### src/rtl/mem_port_arbiter.sv
// mem_port_arbiter - shares the single processor-memory port between icache and dcache
// with a retry lock for rejected requests and a starvation bound on icache wait.
module mem_port_arbiter #(
  parameter int STARVE_LIMIT = 4,
  parameter int CNT_W        = 3,
  parameter int ADDR_W       = 32,
  parameter int BLOCK_W      = 64,
  parameter int TAG_W        = 4
) (
  input  logic               clock,
  input  logic               reset,
  input  logic [1:0]         icache_command,
  input  logic [ADDR_W-1:0]  icache_addr,
  input  logic [1:0]         dcache_command,
  input  logic [ADDR_W-1:0]  dcache_addr,
  input  logic [BLOCK_W-1:0] dcache_data,
  input  logic [TAG_W-1:0]   mem_transaction_tag,
  output logic [1:0]         proc2mem_command,
  output logic [ADDR_W-1:0]  proc2mem_addr,
  output logic [BLOCK_W-1:0] proc2mem_data,
  output logic [TAG_W-1:0]   icache_transaction_tag,
  output logic [TAG_W-1:0]   dcache_transaction_tag,
  output logic               dcache_request,
  output logic               grant_icache,
  output logic               grant_dcache
);

  localparam logic [1:0] MEM_NONE  = 2'd0;
  localparam logic [1:0] MEM_STORE = 2'd2;
  localparam logic [CNT_W-1:0] LIMIT = CNT_W'(STARVE_LIMIT);

  typedef enum logic [1:0] {
    FREE   = 2'd0,
    LOCK_I = 2'd1,
    LOCK_D = 2'd2
  } state_t;

  state_t           state, state_next;
  logic [CNT_W-1:0] starve_cnt, starve_next;
  logic             icache_req, dcache_req;
  logic             sel_icache, sel_dcache;
  logic             accepted;

  assign icache_req     = (icache_command != MEM_NONE);
  assign dcache_req     = (dcache_command != MEM_NONE);
  assign dcache_request = dcache_req;
  assign accepted       = (mem_transaction_tag != '0);

  always_ff @(posedge clock) begin
    if (reset) begin
      state      <= FREE;
      starve_cnt <= '0;
    end else begin
      state      <= state_next;
      starve_cnt <= starve_next;
    end
  end

  // A live lock wins outright; a withdrawn lock falls through to free arbitration.
  always_comb begin
    sel_icache = 1'b0;
    sel_dcache = 1'b0;
    if (state == LOCK_I && icache_req) begin
      sel_icache = 1'b1;
    end else if (state == LOCK_D && dcache_req) begin
      sel_dcache = 1'b1;
    end else if (icache_req && dcache_req) begin
      if (starve_cnt == LIMIT) sel_icache = 1'b1;
      else                     sel_dcache = 1'b1;
    end else if (icache_req) begin
      sel_icache = 1'b1;
    end else if (dcache_req) begin
      sel_dcache = 1'b1;
    end
  end

  always_comb begin
    proc2mem_command       = MEM_NONE;
    proc2mem_addr          = '0;
    proc2mem_data          = '0;
    icache_transaction_tag = '0;
    dcache_transaction_tag = '0;
    grant_icache           = 1'b0;
    grant_dcache           = 1'b0;
    state_next             = FREE;
    starve_next            = starve_cnt;

    if (!reset) begin
      if (sel_icache) begin
        grant_icache           = 1'b1;
        proc2mem_command       = icache_command;
        proc2mem_addr          = icache_addr;
        icache_transaction_tag = mem_transaction_tag;
        state_next             = accepted ? FREE : LOCK_I;
      end else if (sel_dcache) begin
        grant_dcache           = 1'b1;
        proc2mem_command       = dcache_command;
        proc2mem_addr          = dcache_addr;
        proc2mem_data          = (dcache_command == MEM_STORE) ? dcache_data : '0;
        dcache_transaction_tag = mem_transaction_tag;
        state_next             = accepted ? FREE : LOCK_D;
      end
    end

    // A rejected icache grant keeps its count so it retains priority after the retry.
    if (!icache_req) begin
      starve_next = '0;
    end else if (sel_icache && accepted) begin
      starve_next = '0;
    end else if (sel_dcache && starve_cnt != LIMIT) begin
      starve_next = starve_cnt + 1'b1;
    end
  end

endmodule

### config.mk
export PLATFORM = sky130hd
export DESIGN_NAME = mem_port_arbiter
export DESIGN_NICKNAME = d
export VERILOG_FILES = /design/src/rtl/mem_port_arbiter.sv
export SDC_FILE = /design/constraint.sdc
export NUM_CORES = 1
export LEC_CHECK = 0
export CORE_AREA = 2 2 95 97
export CTS_CLUSTER_DIAMETER = 80
export CTS_CLUSTER_SIZE = 28
export DETAILED_ROUTE_END_ITERATION = 6
export DIE_AREA = 0 0 97 99
export PLACE_DENSITY = 0.72
export SLEW_MARGIN = 20
export SYNTH_ARGS = -nofsm -noshare
export SYNTH_HDL_FRONTEND = slang
export SYNTH_SLANG_ARGS = --single-unit
### constraint.sdc
create_clock -name clock -period 2 [get_ports clock]
set_input_delay 0.2 -clock clock [delete_from_list [all_inputs] [get_ports clock]]
set_output_delay 0.2 -clock clock [all_outputs]
set_load 0.01 [all_outputs]
# Word level (Yosys, flattened, before mapping)
# Cells that the tools add are included.
# W data, S select, Z words.
# totals
reg_bits	5
latch_bits	0
mem_bits_rw	0
rom_bits	0
in_bits	138
output_inout_bits	109
n_memories	0
# op_classes
n_addsub	1
mul	0
n_div	0
n_lt_le_gt_ge	0
n_eq_ne	5
shift	0
muxes	35
n_bitwise	1
reduce_logical	9
# op_table
cell	count
$mux W64	4
$mux W32	3
$mux W4	5
$mux W1	17
$mux W2	6
$logic_and A1 B1 Y1	5
$eq A2 B2 Y1 const B	2
$reduce_bool A2 Y1	2
$reduce_bool A4 Y1	1
$add A3 B1 Y3 const B	1
$eq A3 B3 Y1 const B	1
$ne A3 B3 Y1 const B	1
$reduce_or A3 Y1	1
$eq A2 B1 Y1 const B	1
$not A1 Y1	1

# Logic depth before layout (Yosys ltp)
# depth
ltp_word	9
depth_mapped	8
ltp_nobuf	6

# Worst setup path after synthesis
# No wires, ideal clock.
# synth_timing
path_type	reg-to-output
from	register starve_cnt[0]
to	output port proc2mem_data[10]
arrival_ps	1553
required_ps	1800
setup_slack_ps	247
path_stages_with_launch	8
cell_sequence	dfxtp_1 -> inv_1 -> ha_1 -> nand2_1 -> o21ai_4 -> a211oi_4 -> clkbuf_2 -> and2_1
# synth_between
elab_chain_len	8
# synth_lines
element	line	source
start: declaration	39	logic [CNT_W-1:0] starve_cnt, starve_next;
start signal: assignment	55	starve_cnt <= starve_next;
$eq A3 B3 Y1 (*)	68	if (starve_cnt == LIMIT) sel_icache = 1'b1;
$mux W1	68	
$mux W1	67	end else if (icache_req && dcache_req) begin
$mux W1	65	end else if (state == LOCK_D && dcache_req) begin
$mux W1	63	if (state == LOCK_I && icache_req) begin
$mux W64	95	end else if (sel_dcache) begin
$mux W64 (*)	89	if (sel_icache) begin
$mux W64 (*)	88	if (!reset) begin
end: declaration	20	output logic [BLOCK_W-1:0] proc2mem_data,
# Every way passes the cells marked *; elsewhere a longest branch is shown, timed or not.

# Final worst setup path
# layout_timing
from	register starve_cnt[0]
to	output port proc2mem_data[5]
# Same word-level chain as after synthesis.

==> impl_metrics.ini <==
[grt]
grt_pass1_vias = 2505
antenna_found_initial = 0
grt_usage = 0.186
grt_pass1_wl_um = 14100
grt_overflow = 0
grt_max_degree = 18

[placed_design]
portBuffers = 246
post-dp-hpwl_um = 7170
dp.cells = 519
post_dp_cell_area_um2 = 3910
preCtsSetupSlack_ns = -0.479
gp_congestion = 0.781

[detailed_routing]
wl_per_cell_um = 18.2
ant_nets = 0
routed_via_density = 4.38
num_vias = 2383
drtPass1Iterations = 4
drt-total-wl_um = 9880
drc_errors = 0
first_iter_violations = 44

[finish]
regArea_um2 = 104
multi_input_area_um2 = 1200
n_antenna_cell = 0
final_core_util = 0.506
syn2layout_area_growth_pct = 245
fin_nets = 577
fillers = 804
stdcell_area_um2 = 4320
drive_gt1_frac = 0.486
stdcell_count = 544

[critical_path]
crit_top_cell = buf_6
path_delay_family = buffers and inverters
worst-path-buf-inv = 5
cp-start-kind = register
end_kind = primary output
cp_slowest_stage_delay_ns = 0.32
slowest_stage = dfxtp_2
crit_required_ns = 1.80
critPathKind = register to primary output
crit_chain = inv_2 > ha_4 > nand2_4 > o21ai_4 > a211oi_4 > buf_6 > buf_6 > buf_16 > and2_4 > buf_6
worstPathArrival_ns = 1.86
cp_max_fo = 8

[floorplanning]
fp.dieH_um = 99
fp.dieW_um = 97
boundaryPins = 247
coreArea_um2 = 8550
initial_core_util = 0.147
dieArea_um2 = 9600
rows = 34

[timing]
max_slew_margin = 0.795
min_period_over_period = 1.03
maxSlewViolCount = 0
hold_violations = 0
fin_crit_ns = 2.06
clock_skew_ns = 0.00106
finalSetupViolCount = 42
worstMarginPinSlew_ns = 0.306
fmax_mhz = 485
fin_ws_ns = -0.0609
rsz0062_at_grt = yes

[clocking]
htree_levels = 1
clock_latency_ns = 0.22
tritoncts = done
clk_pin_slew_ns = 0.03
cts_buffer_depth = 2
cts_hold_buf = 0
cts_inserted_buffers = 3
cts_sinks = 5
root_buffer = clkbuf_8

[synth]
synth-edff-count = 0
synth_cell_types = 33
synth_seq_cells = 5
synth_top_area_frac = 0.344
synth_top_area_cell = and2_1
syn_area_um2 = 1250
synth_most_common_cell = and2_1
ys_seq_area_frac = 0.0798
syn_inst = 161
synthesis.nets = 301
async_flop_share = 0
synth_flop_cell = dfxtp_1
synth_common_cells = and2_1, a22o_1, buf_6, clkbuf_2, dfxtp_1
synth_warnings = 0
synth_area_per_cell_um2 = 7.79
ys_top_cells_by_area = and2_1, a22o_1, dfxtp_1

[power]
finalPower_w = 0.00107
powerDensity_nw_per_um2 = 248
vdd.ir_drop.worst_mv = 0.134
p_leak_nw = 2.03

[run]
cap_violations = 0

[status]
violations = setup timing
run_status = finished with violations

[worst_hold_path]
min_path_type = register to register
## placed cells by master, fill, tap and decap left out, types with 3 or more instances in the layout
cell,synthesis,routed
buf_16,0,6
clkbuf_16,0,3
clkdlybuf4s15_1,0,5
and3_1,4,4
dfxtp_2,0,3
nand2b_1,3,3
buf_6,6,55
buf_12,0,6
and2_1,69,20
clkbuf_8,0,3
a22o_1,32,32
buf_2,1,49
dlygate4sd2_1,0,6
nor2_1,4,4
clkdlybuf4s50_1,0,134
buf_4,1,18
and2_4,0,49
## cells by family after synthesis
| logic type | Yosys count | share of synthesized area |
|---|---|---|
| multiplexers | 2 | 0.0160 |
| buffers and inverters | 17 | 0.0968 |
| AO/OA/AOI/OAI | 43 | 0.318 |
| AND/OR/NAND/NOR | 91 | 0.462 |
| flip-flops | 5 | 0.0798 |
| adder cells (fa/ha/maj) | 2 | 0.0200 |
| XOR/XNOR | 1 | 0.00699 |
## power by group
group          switching [W]  total (W)  internal, W
clock              0.0000491   0.000186     0.000137
sequential        0.00000211   0.000106     0.000104
combinational       0.000265   0.000780     0.000515
## routing by layer
metal	wire length (um)	track usage
met5	0	0
met4	162	0.0509
met3	757	0.0468
met2	5040	0.343
met1	3920	0.212
## worst register-to-register path, stage by stage (launching register included)
cell,delay [ns]
dfxtp_2,0.32
inv_2,0.05
ha_4,0.16
nand2_4,0.08
buf_4,0.11
o211ai_2,0.08
buf_4,0.17
a211o_1,0.28
nor2_1,0.11
## sequential cells by signal, indices dropped and copies added, names as in the netlist
signal	flops
starve_cnt	3
state	2
## metrics by stage
stage / hold slack [ns] / TNS [ns]
floorplan: 0.278 / 0
global placement: 0.578 / -42.66
detailed placement: 0.589 / -42.64
CTS: 0.614 / -2.04
global route: 0.633 / -6.98
finish: 0.612 / -1.11
## final cells by class
class,count,share of cell area
timing repair buffer,285,0.654
multi-input combinational,139,0.277
tap,108,0.0313
sequential,5,0.0240
clock buffer,4,0.0104
inverter,3,0.00260
## path summary, 6_finish.rpt
path,from,endpoint,slack (ns),depth (start not counted)
hold reg to reg,starve_cnt[1]$_SDFFE_PP0P_,starve_cnt[1]$_SDFFE_PP0P_,0.61,3
hold / removal,starve_cnt[1]$_SDFFE_PP0P_,starve_cnt[1]$_SDFFE_PP0P_,0.61,3
setup / recovery,starve_cnt[0]$_SDFFE_PP0P_,proc2mem_data[5],-0.06,10
setup reg to reg,starve_cnt[0]$_SDFFE_PP0P_,starve_cnt[1]$_SDFFE_PP0P_,0.57,8
## timing repair
item,in CTS,in global routing
gates cloned,8,3
setup buffers,8,5
gates resized for setup,403,155
setup endpoints to repair,108,92
pin swaps,10,45
(Power assumes the default switching activity.)
